===== src/rtl/shift_sequencer.sv =====
// Iterative 32-bit shifter (SLL/SRL/SRA) with valid/ready handshake and flush.
// Define SHIFT_FASTPATH_EN to replace the iterative loop with a single-cycle barrel shift.
module shift_sequencer #(
    parameter int STEP = 1
) (
    input  logic        clk,
    input  logic        rst_n,
    input  logic        req_valid,
    output logic        req_ready,
    input  logic [31:0] req_a,
    input  logic [4:0]  req_shamt,
    input  logic [1:0]  req_type,
    input  logic        flush,
    output logic        resp_valid,
    input  logic        resp_ready,
    output logic [31:0] resp_r,
    output logic        busy
);

    typedef enum logic [1:0] {IDLE, SHIFT, DONE} state_t;

    state_t      state, state_nxt;
    logic [31:0] acc;
    logic [4:0]  rem;
    logic [1:0]  typ;
    logic        sgn;
    logic        accept;
    logic        direct;
    logic [4:0]  k;
    logic [31:0] acc_step;
    logic [31:0] direct_r;

    // SRA fills from the operand's original sign bit, carried separately in sgn.
    function automatic logic [31:0] shift_by(input logic [31:0] a, input logic [1:0] t,
                                             input logic fill, input logic [4:0] n);
        logic signed [32:0] ext;
        ext = {fill, a};
        case (t)
            2'b00:   shift_by = a << n;
            2'b01:   shift_by = a >> n;
            2'b10:   begin ext = ext >>> n; shift_by = ext[31:0]; end
            default: shift_by = a;
        endcase
    endfunction

    assign accept   = req_valid && req_ready;
    assign k        = (rem < 5'(STEP)) ? rem : 5'(STEP);
    assign acc_step = shift_by(acc, typ, sgn, k);

`ifdef SHIFT_FASTPATH_EN
    assign direct   = 1'b1;
    assign direct_r = shift_by(req_a, req_type, req_a[31], req_shamt);
`else
    assign direct   = (req_shamt == 5'd0) || (req_type == 2'b11);
    assign direct_r = req_a;
`endif

    always_ff @(posedge clk or negedge rst_n) begin
        if (!rst_n) state <= IDLE;
        else        state <= state_nxt;
    end

    always_comb begin
        state_nxt = state;
        case (state)
            IDLE:    if (accept) state_nxt = direct ? DONE : SHIFT;
            SHIFT:   if (flush) state_nxt = IDLE;
                     else if (rem == k) state_nxt = DONE;
            DONE:    if (flush || resp_ready) state_nxt = IDLE;
            default: state_nxt = IDLE;
        endcase
    end

    always_comb begin
        req_ready  = (state == IDLE) && !flush;
        resp_valid = (state == DONE);
        busy       = (state != IDLE);
    end

    // resp_r only moves when a result completes, so it holds through IDLE and flush.
    always_ff @(posedge clk or negedge rst_n) begin
        if (!rst_n) begin
            acc    <= '0;
            rem    <= '0;
            typ    <= '0;
            sgn    <= 1'b0;
            resp_r <= '0;
        end else if (accept) begin
            acc <= req_a;
            rem <= req_shamt;
            typ <= req_type;
            sgn <= req_a[31];
            if (direct) resp_r <= direct_r;
        end else if (state == SHIFT && !flush) begin
            acc <= acc_step;
            rem <= rem - k;
            if (rem == k) resp_r <= acc_step;
        end
    end

endmodule


===== config.mk =====
export PLATFORM = sky130hd
export DESIGN_NAME = shift_sequencer
export DESIGN_NICKNAME = d
export VERILOG_FILES = /design/src/rtl/shift_sequencer.sv
export SDC_FILE = /design/constraint.sdc
export NUM_CORES = 1
export LEC_CHECK = 0
export CORE_MARGIN = 5
export CORE_UTILIZATION = 30
export CTS_CLUSTER_SIZE = 30
export DETAILED_ROUTE_END_ITERATION = 16
export HOLD_SLACK_MARGIN = 0.06
export SLEW_MARGIN = 40
export SYNTH_ARGS = -nofsm -noshare
export SYNTH_HDL_FRONTEND = slang
export SYNTH_SLANG_ARGS = --single-unit

===== constraint.sdc =====
create_clock -name clk -period 2.7 [get_ports clk]
set_clock_uncertainty 0.05 [all_clocks]
set_input_delay 0.405 -clock clk [delete_from_list [all_inputs] [get_ports clk]]
set_output_delay 0.405 -clock clk [all_outputs]
set_load 0.05 [all_outputs]

==> summary.txt, run 1 <==
Setup path
  – CP Capture Type: primary output
  – Setup CP Type: reg2out
  – WP data arrival: roughly 1.8 ns
  – Crit path max fanout: 5
  – Critical Path RT: 2.25 ns
  – CP Launch Type: register
  – Register-to-register setup slack: 0.53 ns

Synth
  – Cells after Synth: 501
  – Ys flop type: dfrtp_1
  – Syn Nets: 546
  – Synth unique cells: 53
  – Yosys warning count: 0
  – Register area share after synthesis: 0.4207
  – Area of the mapped netlist: 0.004402 sq mm
  – Post-synth EDFFs: 0
  – Syn_area_per_cell: 8.786 sq um
  – Async set-reset flop share out of synthesis: 1.000
  – Flops & latches, synth: 74

Clock network
  – Worst-path clk slew: about 0.060 ns
  – CTS max path bufs: 2
  – CTS tree: built
  – Num CTS Buffers: 9
  – Num Clock Sinks: 74
  – Htree depth: 3
  – Clk root buf: clkbuf_16
  – Skew-Pair Late Insertion Delay: 0.34 ns
  – Post-CTS resize count: 0

Die
  – Die height: 131.1 um
  – Die ar.: ~0.017 sq mm
  – Core footprint: roughly 0.014 sq mm
  – IO Count: 79
  – Width of the die: 131.1 um
  – Initial Util: 0.3040
  – Core Rows: 44

Finish
  – Share of cells above drive strength 1: 0.1081
  – Fin nets: 623
  – Layout Cells excl Fill: approximately 770
  – Diodes inserted: 0
  – Synthesis-to-finish area growth: 31.32%
  – Commonest non-fill, non-tap cells in the layout: clkdlybuf4s50_1, dfrtp_1, nand2_1
  – Most common cell after layout, fill and taps aside: clkdlybuf4s50_1
  – Fill cells: approximately 1,500

STA
  – Final Max Slew Viols: 0
  – Setup TNS Final: 0 ns
  – Final WS setup: 0.4850 ns
  – Max Clock Freq: 0.4515 GHz
  – Relative slew slack: 0.5300
  – Fin crit period: 2.215 ns
  – Final hold slack: around 0.44 ns
  – Period utilization: 0.8204
  – Actual slew at the worst max-slew pin: approximately 0.70 ns
  – Unrepaired setup endpoints after global routing: false
  – Final Hold Vio Count: 0
  – Endpoints failing setup: 0

Global route
  – Total gr overflow: 0
  – GRT Total Usage: 0.1622
  – First-pass GRT wire length: 23,050 um
  – Vias in the first global route: 4,316
  – Initial antenna violation count: 0
  – Largest net degree at the start of global routing: 31

Detailed routing
  – Post-detailed-route count of antenna-violating nets: 0
  – Total wire length: 14,060 um
  – Initial DRC Count: 416
  – Detailed Routing Iterations Pass 1: 5
  – Vias per std cell: 5.630
  – Avg WL per Cell: between 15 and 20 um
  – Via count: 4,318
  – Residual DRC count: 0

Placement
  – RePlAce Congestion: 0.8430
  – HPWL after DPL: 10,060 um
  – Buffers on Ports: 78
  – Placement Setup Slack: approximately 0.21 ns
  – Cell total after placement: between 700 and 800

Power
  – Worst VDD drop: 359.0 uV
  – Cell Pwr Density: 1291 mW/mm^2
  – Leakage power: 2.338 nW

Flow run
  – Max Cap Violations: 0

Hold path
  – Hold/Removal Path Class: reg2reg

Status
  – Status: complete, no violations
==> flip-flops by register name, indices dropped and copies added, names as in the netlist <==
| name | count |
|---|---|
| acc | 32 |
| resp_r | 32 |
| rem | 5 |
| state | 2 |
| typ | 2 |
| sgn | 1 |
==> per-stage QoR <==
| stage | utilization | cell area [sq um] | power, W |
|---|---|---|---|
| finish | 0.3992 | 5781 | 0.007464 |
| global placement | 0.3788 | 5484 | 0.006204 |
| floorplan | - | 4407 | 0.004937 |
| global route | 0.3992 | 5781 | 0.007978 |
| CTS | 0.3992 | 5781 | 0.007481 |
| detailed placement | 0.3788 | 5484 | 0.006290 |
==> layer usage <==
layer | track usage | routed length (um) | vias up
met4 | 0.04215 | 178 | 0
met3 | 0.04167 | 871 | 20
li1 | - | - | 2037
met1 | 0.2251 | 6533 | 2101
met2 | 0.2525 | 6471 | 160
met5 | 0 | 0 | -
==> logic make-up (layout without fill, tap and decap cells) <==
group           after synthesis  after routing  share of synthesized area
simple gates                165            165                     0.1743
fa+ha+maj                     1              1                   0.002842
flops                        74             74                     0.4207
buf+inv                      50            132                    0.05145
mux                          18             18                    0.04321
compound gates              193            193                     0.3076
==> final timing paths <==
path | startpoint | cells past startpoint | endpoint
min reg2reg | sgn$_DFFE_PN0P_ | 2 | sgn$_DFFE_PN0P_
min in group asynchronous | rst_n | 2 | acc[22]$_DFFE_PN0P_
min | sgn$_DFFE_PN0P_ | 2 | sgn$_DFFE_PN0P_
max in group asynchronous | rst_n | 3 | acc[5]$_DFFE_PN0P_
max reg2reg | rem[4]$_DFFE_PN0P_ | 9 | resp_r[3]$_DFFE_PN0P_
max | state[1]$_DFFE_PN0P_ | 2 | busy
==> cells in the mapped netlist (2+ instances only) <==
master	number	area, sq um
dfrtp_1	74	1852
nand2_1	57	214.0
nor2_1	46	172.7
o21ai_0	41	205.2
clkbuf_1	27	101.4
a211oi_1	22	165.2
nor3_1	19	95.09
a22oi_1	16	120.1
o22ai_1	15	93.84
a21o_1	13	97.59
o211ai_1	13	97.59
a31oi_1	10	62.56
buf_2	10	50.05
mux2i_1	10	100.1
nand2b_1	10	62.56
nand3_1	10	50.05
o221ai_1	9	78.83
o31ai_1	9	67.56
mux2_2	8	90.09
a211o_1	7	61.31
nor2b_1	7	43.79
o21a_1	7	52.55
o32ai_1	7	61.31
a21oi_1	5	25.02
inv_1	5	18.77
o2111ai_1	5	43.79
buf_1	4	15.01
buf_6	3	33.78
or3_1	3	18.77
a221o_1	2	20.02
a22o_1	2	17.52
a2bb2oi_1	2	17.52
and2_1	2	12.51
o21ai_1	2	10.01
==> cell type report <==
class	count	area, sq um	area share
inverter	5	18.77	0.003247
clock inverter	1	8.758	0.001515
clock buffer	15	277.8	0.04805
sequential	74	1853	0.3206
timing repair buffer	111	1064	0.1840
multi-input combinational	377	2328	0.4028
tap	184	230.2	0.03983
==> report_power, final <==
group	internal [W]	switching (W)	total, W
Clock	0.000701	0.000454	0.00115
Sequential	0.00163	0.000641	0.00227
Combinational	0.00163	0.00240	0.00404
Total	0.00397	0.00350	0.00746
==> what timing repair did <==
action,CTS,global route
hold buffers,1,0
hold endpoints to repair,24,0
buffers inserted,0,0
==> critical path, stage by stage, from the launching register on <==
cell and delay [ns]:
dfrtp_1 0.42, or2_2 0.31, clkdlybuf4s50_1 0.70
Power figures use the tool's default switching activity.
==> run 2, diff against run 1 <==
==> constraint.sdc (replaced) <==
create_clock -name clk -period 2.2 [get_ports clk]
set_clock_uncertainty 0.05 [all_clocks]
set_input_delay 0.33 -clock clk [delete_from_list [all_inputs] [get_ports clk]]
set_output_delay 0.33 -clock clk [all_outputs]
set_load 0.05 [all_outputs]
==> summary.txt, run 2 (synthesized netlist as in run 1, its figures left out) <==
Finish
  – Fin nets: 649 (+4.2%)
  – Synthesis-to-finish area growth: 37.95%
  – Diodes inserted: 0 (unchanged)
  – Commonest non-fill, non-tap cells in the layout: clkdlybuf4s50_1, dfrtp_1, nand2_1
  – Share of cells above drive strength 1: 0.1576 (+0.04957)
  – Regs by FF count: acc (32), resp_r (32), rem (5)
  – Most common cell after layout, fill and taps aside: clkdlybuf4s50_1
  – Fill cells: 1,419 (-2.2%)

Placement
  – Placement Setup Slack: -0.2231 ns (-0.4361 ns)
  – RePlAce Congestion: 0.8837 (+4.8%)
  – HPWL after DPL: 10,000 um (-0.58%)
  – Buffers on Ports: 78 (unchanged)

STA
  – Fin crit period: 2.141 ns
  – Period utilization: 0.9731
  – Final Max Slew Viols: 0 (unchanged)
  – Final Hold Vio Count: 0 (unchanged)
  – Endpoints failing setup: 0 (unchanged)
  – Relative slew slack: 0.6594 (+0.1294)
  – Max Clock Freq: 0.4671 GHz
  – Final WS setup: 0.05916 ns (-0.4259 ns)
  – Actual slew at the worst max-slew pin: 0.5066 ns (-0.1967 ns)

Clock network
  – Skew-Pair Late Insertion Delay: 0.33 ns (about the same)
  – Clk root buf: clkbuf_16
  – Num Clock Sinks: 74 (unchanged)
  – Num CTS Buffers: 9 (unchanged)
  – Htree depth: 3 (unchanged)
  – CTS tree: built
  – CTS max path bufs: 2 (unchanged)
  – Worst-path clk slew: 0.06 ns (about the same)

Setup path
  – Worst r2r path cells: 10 (+1)
  – Capturing point of the worst reg2reg path: resp_r[18]$_DFFE_PN0P_
  – Setup CP Type: reg2reg
  – Register-to-register setup slack: 0.06 ns (-0.47 ns)
  – WP data arrival: 2.35 ns (+0.59 ns)
  – Worst path cell trace: nor2_2 -> a21o_1 -> ha_2 -> inv_2 -> nor4_4 -> a21o_4 -> buf_12 -> clkbuf_16 -> nor2_1 -> a31oi_1
  – RR Startpoint: rem[3]$_DFFE_PN0P_
  – Critical-path cell with the highest stage delay: dfrtp_1
  – CP Launch Type: register
  – Crit path max fanout: 14 (+9)
  – CP Capture Type: register
  – Critical Path RT: 2.41 ns (+0.16 ns)
  – CP peak stage delay: 0.42 ns (-0.28 ns)

Global route
  – Total gr overflow: 0 (unchanged)
  – Largest net degree at the start of global routing: 44 (+42%)
  – First-pass GRT wire length: 22,990 um (-0.27%)
  – Vias in the first global route: 4,489 (+4.0%)
  – GRT Total Usage: 0.1604 (-0.001812)
  – Initial antenna violation count: 0 (unchanged)

Power
  – Leakage power: 2.490 nW (+6.5%)
  – Sw Pwr: 0.004354 W (+24%)
  – Internal: 0.004991 W (+26%)
  – Final Total Pwr: 0.009344 W (+25%)
  – Clock Power Share: 0.143 (-0.012)
  – Combinational power share: 0.561 (+0.020)
  – Sequential Power Share: 0.296 (-0.009)
  – Cell Pwr Density: 1539 mW/mm^2 (+19%)
  – Worst VDD drop: 512.6 uV (+43%)
  – Switch share: 0.4659 (-0.002876)

Detailed routing
  – Via count: 4,398 (+1.9%)
  – Vias per std cell: 5.546 (-1.5%)
  – Post-detailed-route count of antenna-violating nets: 0 (unchanged)
  – Avg WL per Cell: 17.94 um (-2.1%)
  – Initial DRC Count: 311 (-25%)
  – Total wire length: 14,220 um (+1.2%)
  – Detailed Routing Iterations Pass 1: 5 (unchanged)
  – Residual DRC count: 0 (unchanged)

Die
  – Die ar.: 0.01720 sq mm (unchanged)
  – IO Count: 79 (unchanged)
  – Core footprint: 0.01448 sq mm (unchanged)
  – Die height: 131.1 um (unchanged)
  – Core Rows: 44 (unchanged)
  – Width of the die: 131.1 um (unchanged)
  – Initial Util: 0.3040 (unchanged)

Hold path
  – Hold/Removal Path Class: reg2reg
  – HP Start: sgn$_DFFE_PN0P_
  – Hold EP: sgn$_DFFE_PN0P_
  – Hold depth: 2 (unchanged)

Flow run
  – Max Cap Violations: 0 (unchanged)

Status
  – Status: complete, no violations
## run 2: cell types whose count changed in the layout (fill, tap and decap cells not counted), moves of 2 or more
cell             previous run  this run
nor3_4                      0         2
clkbuf_8                    3         1
nor3_2                      2         0
a211oi_1                   22        20
buf_4                      31        52
a211oi_2                    0         2
clkdlybuf4s50_1            76        74
buf_12                      3         8
## run 2: worst max-delay path by stage
stage,startpoint,to,depth (start not counted)
2_1_floorplan,state[1]$_DFFE_PN0P_,acc[4]$_DFFE_PN0P_,8
3_3_place_gp,req_shamt[1],resp_r[13]$_DFFE_PN0P_,8
3_5_place_dp,req_shamt[1],resp_r[15]$_DFFE_PN0P_,8
4_1_cts,rem[4]$_DFFE_PN0P_,resp_r[15]$_DFFE_PN0P_,9
5_1_grt,rem[3]$_DFFE_PN0P_,resp_r[30]$_DFFE_PN0P_,9
6_report,rem[3]$_DFFE_PN0P_,resp_r[18]$_DFFE_PN0P_,10
## run 2: power by group through the flow
stage | combinational (W) | clock [W] | sequential (W)
global route | 0.00567 | 0.00142 | 0.00287
finish | 0.00524 | 0.00133 | 0.00277
floorplan | 0.00260 | 0 | 0.00347
CTS | 0.00511 | 0.00137 | 0.00275
global placement | 0.00499 | 0 | 0.00275
detailed placement | 0.00508 | 0 | 0.00277
## run 2: what timing repair did
item	4_1_cts	5_1_grt
setup endpoints to repair	0	33
gates resized for setup	0	9
hold buffers	1	0
hold endpoints to repair	31	0
buffers inserted	0	7
## run 2: worst max-delay path, delay by kind of cell (launching register included)
kind,cells,cell delay (ns)
AND/OR/NAND/NOR,3,0.57
AO/OA/AOI/OAI,3,0.49
flip-flops,1,0.42
adder cells (fa/ha/maj),1,0.20
buffers and inverters,3,0.33
## run 2: layer usage
metal	track usage	part of all wire	routed length, um
met3	0.03708	0.065	920
met4	0.04446	0.011	158
met1	0.2197	0.46	6544
met2	0.2548	0.46	6600
met5	0	0	0
## run 2: through the flow
stage          std cells  instance area (sq um)  hold slack [ns]  utilization  setup TNS (ns)
3_3_place_gp         768                   5675           0.2543       0.3920          -4.170
5_1_grt              793                   6072           0.4729       0.4194         -0.4809
2_1_floorplan        501                   4415         -0.01559            -               0
6_report             793                   6072           0.4293       0.4194               0
4_1_cts              785                   5952           0.4263       0.4111               0
3_5_place_dp         768                   5675           0.2543       0.3920          -5.472
## run 2: cell type report
type                       count  area [sq um]  share of cell area
inverter                       5         18.77            0.003091
tap                          184         230.2             0.03791
clock inverter                 2         12.51            0.002061
timing repair buffer         137          1339              0.2205
clock buffer                  14         254.0             0.04183
sequential                    74          1854              0.3054
multi-input combinational    377          2364              0.3892
